File: config.mk
export PLATFORM = sky130hd
export DESIGN_NAME = arbitro_spi
export DESIGN_NICKNAME = d
export VERILOG_FILES = /design/src/rtl/arbitro_spi_pkg.sv /design/src/rtl/arbitro_spi_chk.sv /design/src/rtl/rr_prioridad.sv /design/src/rtl/arbitro_spi.sv
export SDC_FILE = /design/constraint.sdc
export NUM_CORES = 1
export LEC_CHECK = 0
export BUFFER_PORTS_ARGS = -buffer_cell sky130_fd_sc_hd__buf_2
export CAP_MARGIN = 30
export CORE_MARGIN = 4
export CORE_UTILIZATION = 23
export DETAILED_ROUTE_END_ITERATION = 8
export PLACE_DENSITY = 0.78
export SLEW_MARGIN = 10
export SYNTH_ARGS = -nofsm -noshare
export SYNTH_HDL_FRONTEND = slang
export SYNTH_SLANG_ARGS = --single-unit
File: constraint.sdc
create_clock -name clk_i -period 1.38 [get_ports clk_i]
set_input_delay 0.069 -clock clk_i [delete_from_list [all_inputs] [get_ports clk_i]]
set_output_delay 0.069 -clock clk_i [all_outputs]
set_load 0.005 [all_outputs]
File: src/rtl/arbitro_spi_pkg.sv
// Shared types and helpers for the SPI register-port arbiter (arbitro_spi).
package arbitro_spi_pkg;

   localparam int DATA_W_DEF = 32;
   localparam int ADDR_W_DEF = 1;

   typedef enum logic [1:0] {
      IDLE  = 2'd0,
      GRANT = 2'd1,
      DRAIN = 2'd2
   } estado_t;

   // Index of the set bit of a one-hot vector (up to 8 requesters); 0 when empty.
   function automatic int onehot_to_idx(input logic [7:0] oh);
      int idx;
      idx = 0;
      for (int i = 0; i < 8; i++) begin
         idx = idx | (oh[i] ? i : 0);
      end
      return idx;
   endfunction

endpackage

File: src/rtl/arbitro_spi_chk.sv
// Property checker for arbitro_spi: grant exclusivity and write gating.
module arbitro_spi_chk #(
   parameter int N_REQ       = 2,
   parameter int TIMEOUT_CYC = 1024
) (
   input logic             clk_i,
   input logic             reset_i,
   input logic [N_REQ-1:0] gnt_o,
   input logic             spi_we_o
);

   a_gnt_onehot0: assert property (@(posedge clk_i) disable iff (reset_i) $onehot0(gnt_o));

   a_we_needs_gnt: assert property (@(posedge clk_i) disable iff (reset_i) spi_we_o |-> (|gnt_o));

   a_param_range: assert property (@(posedge clk_i)
      (N_REQ >= 2) && (N_REQ <= 8) && (TIMEOUT_CYC >= 2));

endmodule

File: src/rtl/rr_prioridad.sv
// Combinational round-robin picker: first set request at or above the pointer, with wrap.
module rr_prioridad #(
   parameter int N_REQ = 2,
   parameter int IDX_W = (N_REQ > 1) ? $clog2(N_REQ) : 1
) (
   input  logic [N_REQ-1:0] i_req,
   input  logic [IDX_W-1:0] i_ptr,
   output logic [N_REQ-1:0] o_pick
);

   logic [IDX_W-1:0] w_idx;
   logic             w_hit;
   logic             w_found;

   // Walk the requesters in rotated order and keep only the first hit.
   always_comb begin
      o_pick  = '0;
      w_found = 1'b0;
      w_idx   = '0;
      w_hit   = 1'b0;
      for (int i = 0; i < N_REQ; i++) begin
         w_idx         = IDX_W'((int'(i_ptr) + i) % N_REQ);
         w_hit         = i_req[w_idx] & ~w_found;
         o_pick[w_idx] = w_hit;
         w_found       = w_found | w_hit;
      end
   end

endmodule

File: src/rtl/arbitro_spi.sv
// Round-robin, transaction-locked arbiter for the SPI register port.
// Optional grant timeout when ARBITRO_SPI_TIMEOUT_EN is defined.
module arbitro_spi
   import arbitro_spi_pkg::*;
#(
   parameter int N_REQ       = 2,
   parameter int DATA_W      = DATA_W_DEF,
   parameter int ADDR_W      = ADDR_W_DEF,
   parameter int TIMEOUT_CYC = 1024
) (
   input  logic                      clk_i,
   input  logic                      reset_i,
   input  logic [N_REQ-1:0]          req_i,
   input  logic [N_REQ-1:0]          we_i,
   input  logic [N_REQ*ADDR_W-1:0]   addr_i,
   input  logic [N_REQ*DATA_W-1:0]   wdata_i,
   output logic [N_REQ-1:0]          gnt_o,
   output logic                      spi_we_o,
   output logic [ADDR_W-1:0]         spi_addr_o,
   output logic [DATA_W-1:0]         spi_wdata_o,
   input  logic                      spi_busy_i,
   input  logic [DATA_W-1:0]         spi_rdata_i,
   output logic [DATA_W-1:0]         rdata_o,
   output logic                      timeout_o
);

   localparam int IDX_W = (N_REQ > 1) ? $clog2(N_REQ) : 1;

   estado_t          r_estado;
   logic [N_REQ-1:0] r_gnt;
   logic [IDX_W-1:0] r_ptr;
   logic [N_REQ-1:0] w_req_ok;
   logic [N_REQ-1:0] w_pick;
   logic [IDX_W-1:0] w_g;
   logic [IDX_W-1:0] w_g_next;
   logic             w_expira;
   logic [ADDR_W-1:0] w_addr;
   logic [DATA_W-1:0] w_wdata;

   assign w_g      = IDX_W'(onehot_to_idx(8'(r_gnt)));
   assign w_g_next = (w_g == IDX_W'(N_REQ-1)) ? '0 : w_g + IDX_W'(1);

`ifdef ARBITRO_SPI_TIMEOUT_EN
   localparam int CNT_W = $clog2(TIMEOUT_CYC);

   logic [CNT_W-1:0] r_cnt;
   logic [N_REQ-1:0] r_block;
   logic             r_timeout;

   assign w_expira = (r_estado == GRANT) && req_i[w_g] && !spi_busy_i
                     && (r_cnt == CNT_W'(TIMEOUT_CYC-1));
   assign w_req_ok = req_i & ~r_block;
   assign timeout_o = r_timeout;

   // Idle-hold counter, per-requester block bits and the timeout pulse.
   always_ff @(posedge clk_i) begin
      if (reset_i) begin
         r_cnt     <= '0;
         r_block   <= '0;
         r_timeout <= 1'b0;
      end else begin
         r_timeout <= w_expira;
         r_block   <= (r_block | (w_expira ? r_gnt : '0)) & req_i;
         if ((r_estado == GRANT) && !spi_busy_i && !w_expira) begin
            r_cnt <= r_cnt + CNT_W'(1);
         end else begin
            r_cnt <= '0;
         end
      end
   end
`else
   assign w_expira  = 1'b0;
   assign w_req_ok  = req_i;
   assign timeout_o = 1'b0;
`endif

   rr_prioridad #(.N_REQ(N_REQ), .IDX_W(IDX_W)) u_rr (
      .i_req  (w_req_ok),
      .i_ptr  (r_ptr),
      .o_pick (w_pick)
   );

   // Arbitration FSM: IDLE picks, GRANT holds until release, DRAIN waits for the SPI.
   always_ff @(posedge clk_i) begin
      if (reset_i) begin
         r_estado <= IDLE;
         r_gnt    <= '0;
         r_ptr    <= '0;
      end else begin
         case (r_estado)
            IDLE: begin
               if (!spi_busy_i && (|w_req_ok)) begin
                  r_gnt    <= w_pick;
                  r_estado <= GRANT;
               end else begin
                  r_gnt    <= '0;
               end
            end
            GRANT: begin
               if (!req_i[w_g]) begin
                  r_gnt    <= '0;
                  r_ptr    <= w_g_next;
                  r_estado <= spi_busy_i ? DRAIN : IDLE;
               end else if (w_expira) begin
                  r_gnt    <= '0;
                  r_ptr    <= w_g_next;
                  r_estado <= IDLE;
               end else begin
                  r_gnt    <= r_gnt;
               end
            end
            DRAIN: begin
               r_gnt <= '0;
               if (!spi_busy_i) begin
                  r_estado <= IDLE;
               end else begin
                  r_estado <= DRAIN;
               end
            end
            default: begin
               r_gnt    <= '0;
               r_estado <= IDLE;
            end
         endcase
      end
   end

   // Grant-gated mux of the owner's address and data; all zero without a grant.
   always_comb begin
      w_addr  = '0;
      w_wdata = '0;
      for (int k = 0; k < N_REQ; k++) begin
         w_addr  = w_addr  | (addr_i[k*ADDR_W +: ADDR_W]  & {ADDR_W{r_gnt[k]}});
         w_wdata = w_wdata | (wdata_i[k*DATA_W +: DATA_W] & {DATA_W{r_gnt[k]}});
      end
   end

   assign gnt_o       = r_gnt;
   assign spi_we_o    = |(we_i & r_gnt);
   assign spi_addr_o  = w_addr;
   assign spi_wdata_o = w_wdata;
   assign rdata_o     = spi_rdata_i;

   arbitro_spi_chk #(.N_REQ(N_REQ), .TIMEOUT_CYC(TIMEOUT_CYC)) u_chk (
      .clk_i    (clk_i),
      .reset_i  (reset_i),
      .gnt_o    (r_gnt),
      .spi_we_o (spi_we_o)
   );

endmodule

# After elaboration in Yosys (flattened, before gate mapping)
# Index checks and enable logic that the tools add are counted.
# classes
n_eq_ne	4
n_mux	20
n_addsub	2
reduce_logical	9
order_cmp	5
n_bitwise	11
# ops
op	count
$and A32 B32 Y32	2
$or A32 B32 Y32	1
$mux W1	10
$mux W2	5
$lt A1 B2 Y1 const B	3
$pmux W2 S3	1
$and A2 B2 Y2	2
$ne A2 B2 Y1 const B	2
$pmux W2 S2	1
$reduce_and A2 Y1	2
$reduce_or A2 Y1	2
$and A1 B1 Y1	3
$logic_and A1 B1 Y1	3
$add A1 B1 Y1 const B	2
$bwmux W2	1
$demux W1 S1	2
$eq A2 B1 Y1 const B	1
$eq A2 B2 Y1 const B	1
$ge A1 B1 Y1 const B	2
$logic_not A2 Y1	1
$not A1 Y1	2
$logic_not A1 Y1	1
$or A1 B1 Y1	1
# word_totals
elab_cells	54
regBits	5
output_inout_bits	69
input_bits	105

# Longest topological paths before layout
# logic_depth
ltp_word	8
ltp_mapped	5

# Hierarchy
# Synthesis repeated with hierarchy kept, for this count alone.
# hier_totals
cells_unflattened	111
hier_area_um2	899.6
# modules_own_cells
mod	n_inst	seq_area_each_um2	area_each_um2	cells_per_inst
arbitro_spi	1	100.1	880.8	108
rr_prioridad	1	0.0	18.8	3

# Worst setup path after synthesis
# No wires, ideal clock.
# synth_timing
kind	reg-to-reg
from	reg r_gnt[1] (netlist: gnt_o[1])
to	reg r_gnt[0] (netlist: gnt_o[0])
arrival_time_ns	1.199
path_stages_with_launch	5
synth_period_minus_slack_ns	1.265
required_time_ns	1.314
slack_ns	0.115
setup_time_ns	0.066
path_buffers	1
cell_sequence	dfxtp_1 > buf_6 > mux2_4 > a221o_1 > a21oi_2
# synth_via
elab_chain_cells	4
# synth_lines
item	line	source
start: declaration	arbitro_spi.sv:30	logic [N_REQ-1:0] r_gnt;
start signal: assignment	arbitro_spi.sv:93	r_gnt <= w_pick;
start signal: assignment	arbitro_spi.sv:109	r_gnt <= r_gnt;
$mux W1	arbitro_spi_pkg.sv:18	idx = idx | (oh[i] ? i : 0);
$mux W1 (not written as such) (2 in series)	arbitro_spi.sv:100	if (!req_i[w_g]) begin
$ne A2 B2 Y1 (no source line)	-	
# Every way passes these cells. The select of a mux whose other input is x is not followed.
# A chain may end at the register's enable or synchronous reset.

# Worst setup path in the final report
# layout_timing
from	reg r_estado[0]
to	reg r_estado[1]
# layout_via
elab_chain_cells	3
word_cells_on_any_way	7
cone_classes	eq/ne (4); mux (1); reduce/logical (2)
# layout_lines
item	line	source
start: declaration	arbitro_spi.sv:29	estado_t r_estado;
start signal: assignment	arbitro_spi.sv:103	r_estado <= spi_busy_i ? DRAIN : IDLE;
$eq A2 B1 Y1 / $logic_not A2 Y1 (equally long branches)	arbitro_spi.sv:90	case (r_estado)
$ne A2 B2 Y1 (no source line)	-	
$reduce_and A2 Y1 (no source line)	-	
# Several ways; a longest one is shown, not always the timed one.

==> metrics.md <==
| Metric | Value |
|---|---|
| Outcome | `finished, final reports clean` |
| Cell count after synthesis | `roughly 110` |
| Area Growth Syn to Fin | `42.1%` |
| Hold path depth | `2` |
| Mapped cell area | `slightly above 900 um^2` |
| Number of fill cells | `404` |
| Crit path DAT | `1.40 ns` |
| IO Count | `between 150 and 200` |
| Yosys reg bits | `5` |
| Die Height | `71.6 um` |
| DR vias | `~1100` |
| H-tree Lvls | `1` |
| Worst EP required | `1.53 ns` |
| Hold-fix buffers at CTS | `0` |
| Commonest non-fill, non-tap cell in the layout | `buf_2` |
| Antenna cells | `0` |
| Setup_tns | `0 ns` |
| Cells along the critical path | `inv_1, ha_1, a22oi_2, mux2i_1` |
| HPWL after detailed placement | `2670 um` |
| Share of layout cells above drive strength 1 | `0.643` |
| Critical path peak fanout | `4` |
| VDD IR max | `between 0.9 and 1 mV` |
| CP endpoint kind | `register` |
| TritonCTS clock tree | `built` |
| Root buffer cell | `clkbuf_8` |
| Routability cong. | `0.840` |
| Min Tclk post-route | `1.25 ns` |
| Mapped Nets | `221` |
| Pwr/cell area | `between 800 and 900 nW/um^2` |
| Reg-to-Reg Start | `r_estado[0]$_SDFFE_PP0P_` |
| Unrepaired setup endpoints after global routing | `false` |
| Final Max Tran Viols | `0` |
| XOR/XNOR Fraction of Synth Area | `0` |
| Core ar. | `3770 um^2` |
| First-pass iteration count of the detailed router | `4` |
| Final nets | `295` |
| Remaining Overflow, GRT | `0` |
| Fin. Hold Viols | `0` |
| Slowest-stage cell, CP | `dfxtp_1` |
| Worst r2r path cells | `4` |
| Largest family of logic cells by synthesized area | `compound AO/OA/AOI/OAI gates` |
| Slowest stage delay, CP | `around 0.4 ns` |
| Site Rows | `22` |
| Initial DRC count | `14` |
| Max frequency | `802 MHz` |
| Worst-case clock buffer depth | `2` |
| Postcts setup bufs | `0` |
| Die X | `71.6 um` |
| FF-to-FF End | `r_estado[1]$_SDFFE_PP0P_` |
| Largest net degree at the start of global routing | `38` |
| Worst-path clk slew | `approximately 0.04 ns` |
| Final count of negative-setup-slack endpoints | `0` |
| Via density | `4.66` |
| DRT antenna net count | `0` |
| Final instance area | `between 1000 and 1500 um^2` |
| Initial core utilization | `0.247` |
| Sequential-to-total area share from yosys stat | `0.108` |
| Post-synth cell types | `23` |
| WL final | `between 3000 and 4000 um` |
| Clock Latency Late Sink | `0.22 ns` |
| Total of max-cap violations | `0` |
| DIE AREA | `5120 um^2` |
| PostCTS Resize Cnt | `0` |
| Synthesis Warnings | `0` |
| Worst setup path class | `reg2reg` |
| Final WS setup | `0.134 ns` |
| Dpl ws | `0.0210 ns` |
| Final worst-path cycle share | `0.903` |
| First-pass GRT wire length | `4600 um` |
| Drc violations | `0` |
| Clk_skew | `between 0.0007 and 0.0008 ns` |
| CP Launch Type | `register` |
| Worst hold margin | `between 0.07 and 0.08 ns` |
| Commonest non-fill, non-tap cells in the layout | `buf_2 (108), a22o_1 (34), nand2b_1 (5), dfxtp_1 (5)` |
| Synth Area in Compound Gates | `0.396` |
| Gr usage total | `0.109` |
| Clk sinks | `5` |
| Syn avg cell area | `between 8 and 9 um^2` |
| Class of the worst hold path | `in2reg` |
| Leakage power | `0.773 nW` |
| Reg2reg setup slack | `0.13 ns` |
| Vias in the first global route | `1038` |
| Inserted Clock Buffers | `3` |
| WL/cell | `13.6 um` |
| PortBufs | `approximately 110` |
| DP Area | `1260 um^2` |
| Multiplexer share of the synthesized area | `0.0377` |
| Synth Area in Adders | `0.0538` |
| Worst Min Path Start | `reset_i` |
| Simple-gate share of the synthesized area | `0.0700` |
| Antenna violations before repair | `0` |
| Hold EP | `gnt_o[0]$_SDFFE_PP0P_` |
==> metal layers <==
layer,wire length (um),global-route usage,up-vias
met5,0,0,-
met4,76,0.0501,0
met3,375,0.0435,17
met2,1670,0.206,65
met1,1050,0.102,481
li1,-,-,523
==> critical path: cells and delay by family, from the launching register on <==
| kind | cells | cell delay [ns] |
|---|---|---|
| flops | 1 | 0.41 |
| compound gates | 1 | 0.22 |
| fa+ha+maj | 1 | 0.24 |
| mux | 1 | 0.20 |
| buf+inv | 1 | 0.10 |
==> area by class of cell <==
cell class,instances,area (um^2),area share
Timing Repair Buffer,111,567,0.429
Multi-Input combinational cell,61,534,0.404
Sequential cell,5,100,0.0758
Tap cell,48,60.1,0.0455
Clock buffer,4,45.0,0.0341
Inverter,4,15.0,0.0114
==> how the worst max path moves through the flow <==
stage / from / end
after floorplan: gnt_o[1]$_SDFFE_PP0P_ / gnt_o[0]$_SDFFE_PP0P_
after global placement: r_estado[1]$_SDFFE_PP0P_ / gnt_o[1]$_SDFFE_PP0P_
after detailed placement: r_estado[1]$_SDFFE_PP0P_ / gnt_o[1]$_SDFFE_PP0P_
after CTS: r_estado[1]$_SDFFE_PP0P_ / gnt_o[1]$_SDFFE_PP0P_
after global routing: r_estado[0]$_SDFFE_PP0P_ / r_estado[1]$_SDFFE_PP0P_
final: r_estado[0]$_SDFFE_PP0P_ / r_estado[1]$_SDFFE_PP0P_
==> registers in the layout, summed over array words and instances (netlist names) <==
register and count:
r_estado 2, gnt_o 2, r_ptr 1
==> kinds of logic (layout without fill, tap and decap cells) <==
family / Yosys count / count (layout)
AO/OA/AOI/OAI: 43 / 43
adder cells (fa/ha/maj): 4 / 4
other: 1 / 1
multiplexers: 3 / 3
buffers and inverters: 46 / 119
flip-flops: 5 / 5
AND/OR/NAND/NOR: 10 / 10
==> power breakdown <==
group / internal (mW) / switching, mW
logic: 0.370 / 0.295
registers: 0.182 / 0.0394
clock network: 0.199 / 0.0773
==> stage by stage <==
stage                     power [mW]  cells  utilization
after floorplan                0.670    112            -
after global placement         0.857    229        0.334
after detailed placement       0.874    229        0.334
after CTS                       1.16    233        0.346
after global routing            1.26    233        0.350
final                           1.16    233        0.350
==> cells in the mapped netlist <==
cell type   n  area (um^2)
nand2_1     1         3.75
buf_6       1         11.3
clkbuf_1    7         26.3
a221o_1     1         10.0
a22oi_2     1         12.5
conb_1      1         3.75
a211o_1     1         8.76
o21ai_0     1         5.00
dfxtp_1     5          100
a21oi_2     1         8.76
o21bai_1    2         15.0
nor2b_1     1         6.26
nand3_1     1         5.00
a22o_1     34          298
nand3b_1    1         7.51
mux2i_1     2         20.0
buf_4      34          255
inv_1       4         15.0
ha_1        4         50.1
nand2b_1    5         31.3
nand4bb_1   1         11.3
mux2_4      1         15.0
a21oi_1     2         10.0
No activity file was read; power rests on OpenSTA's default activity.
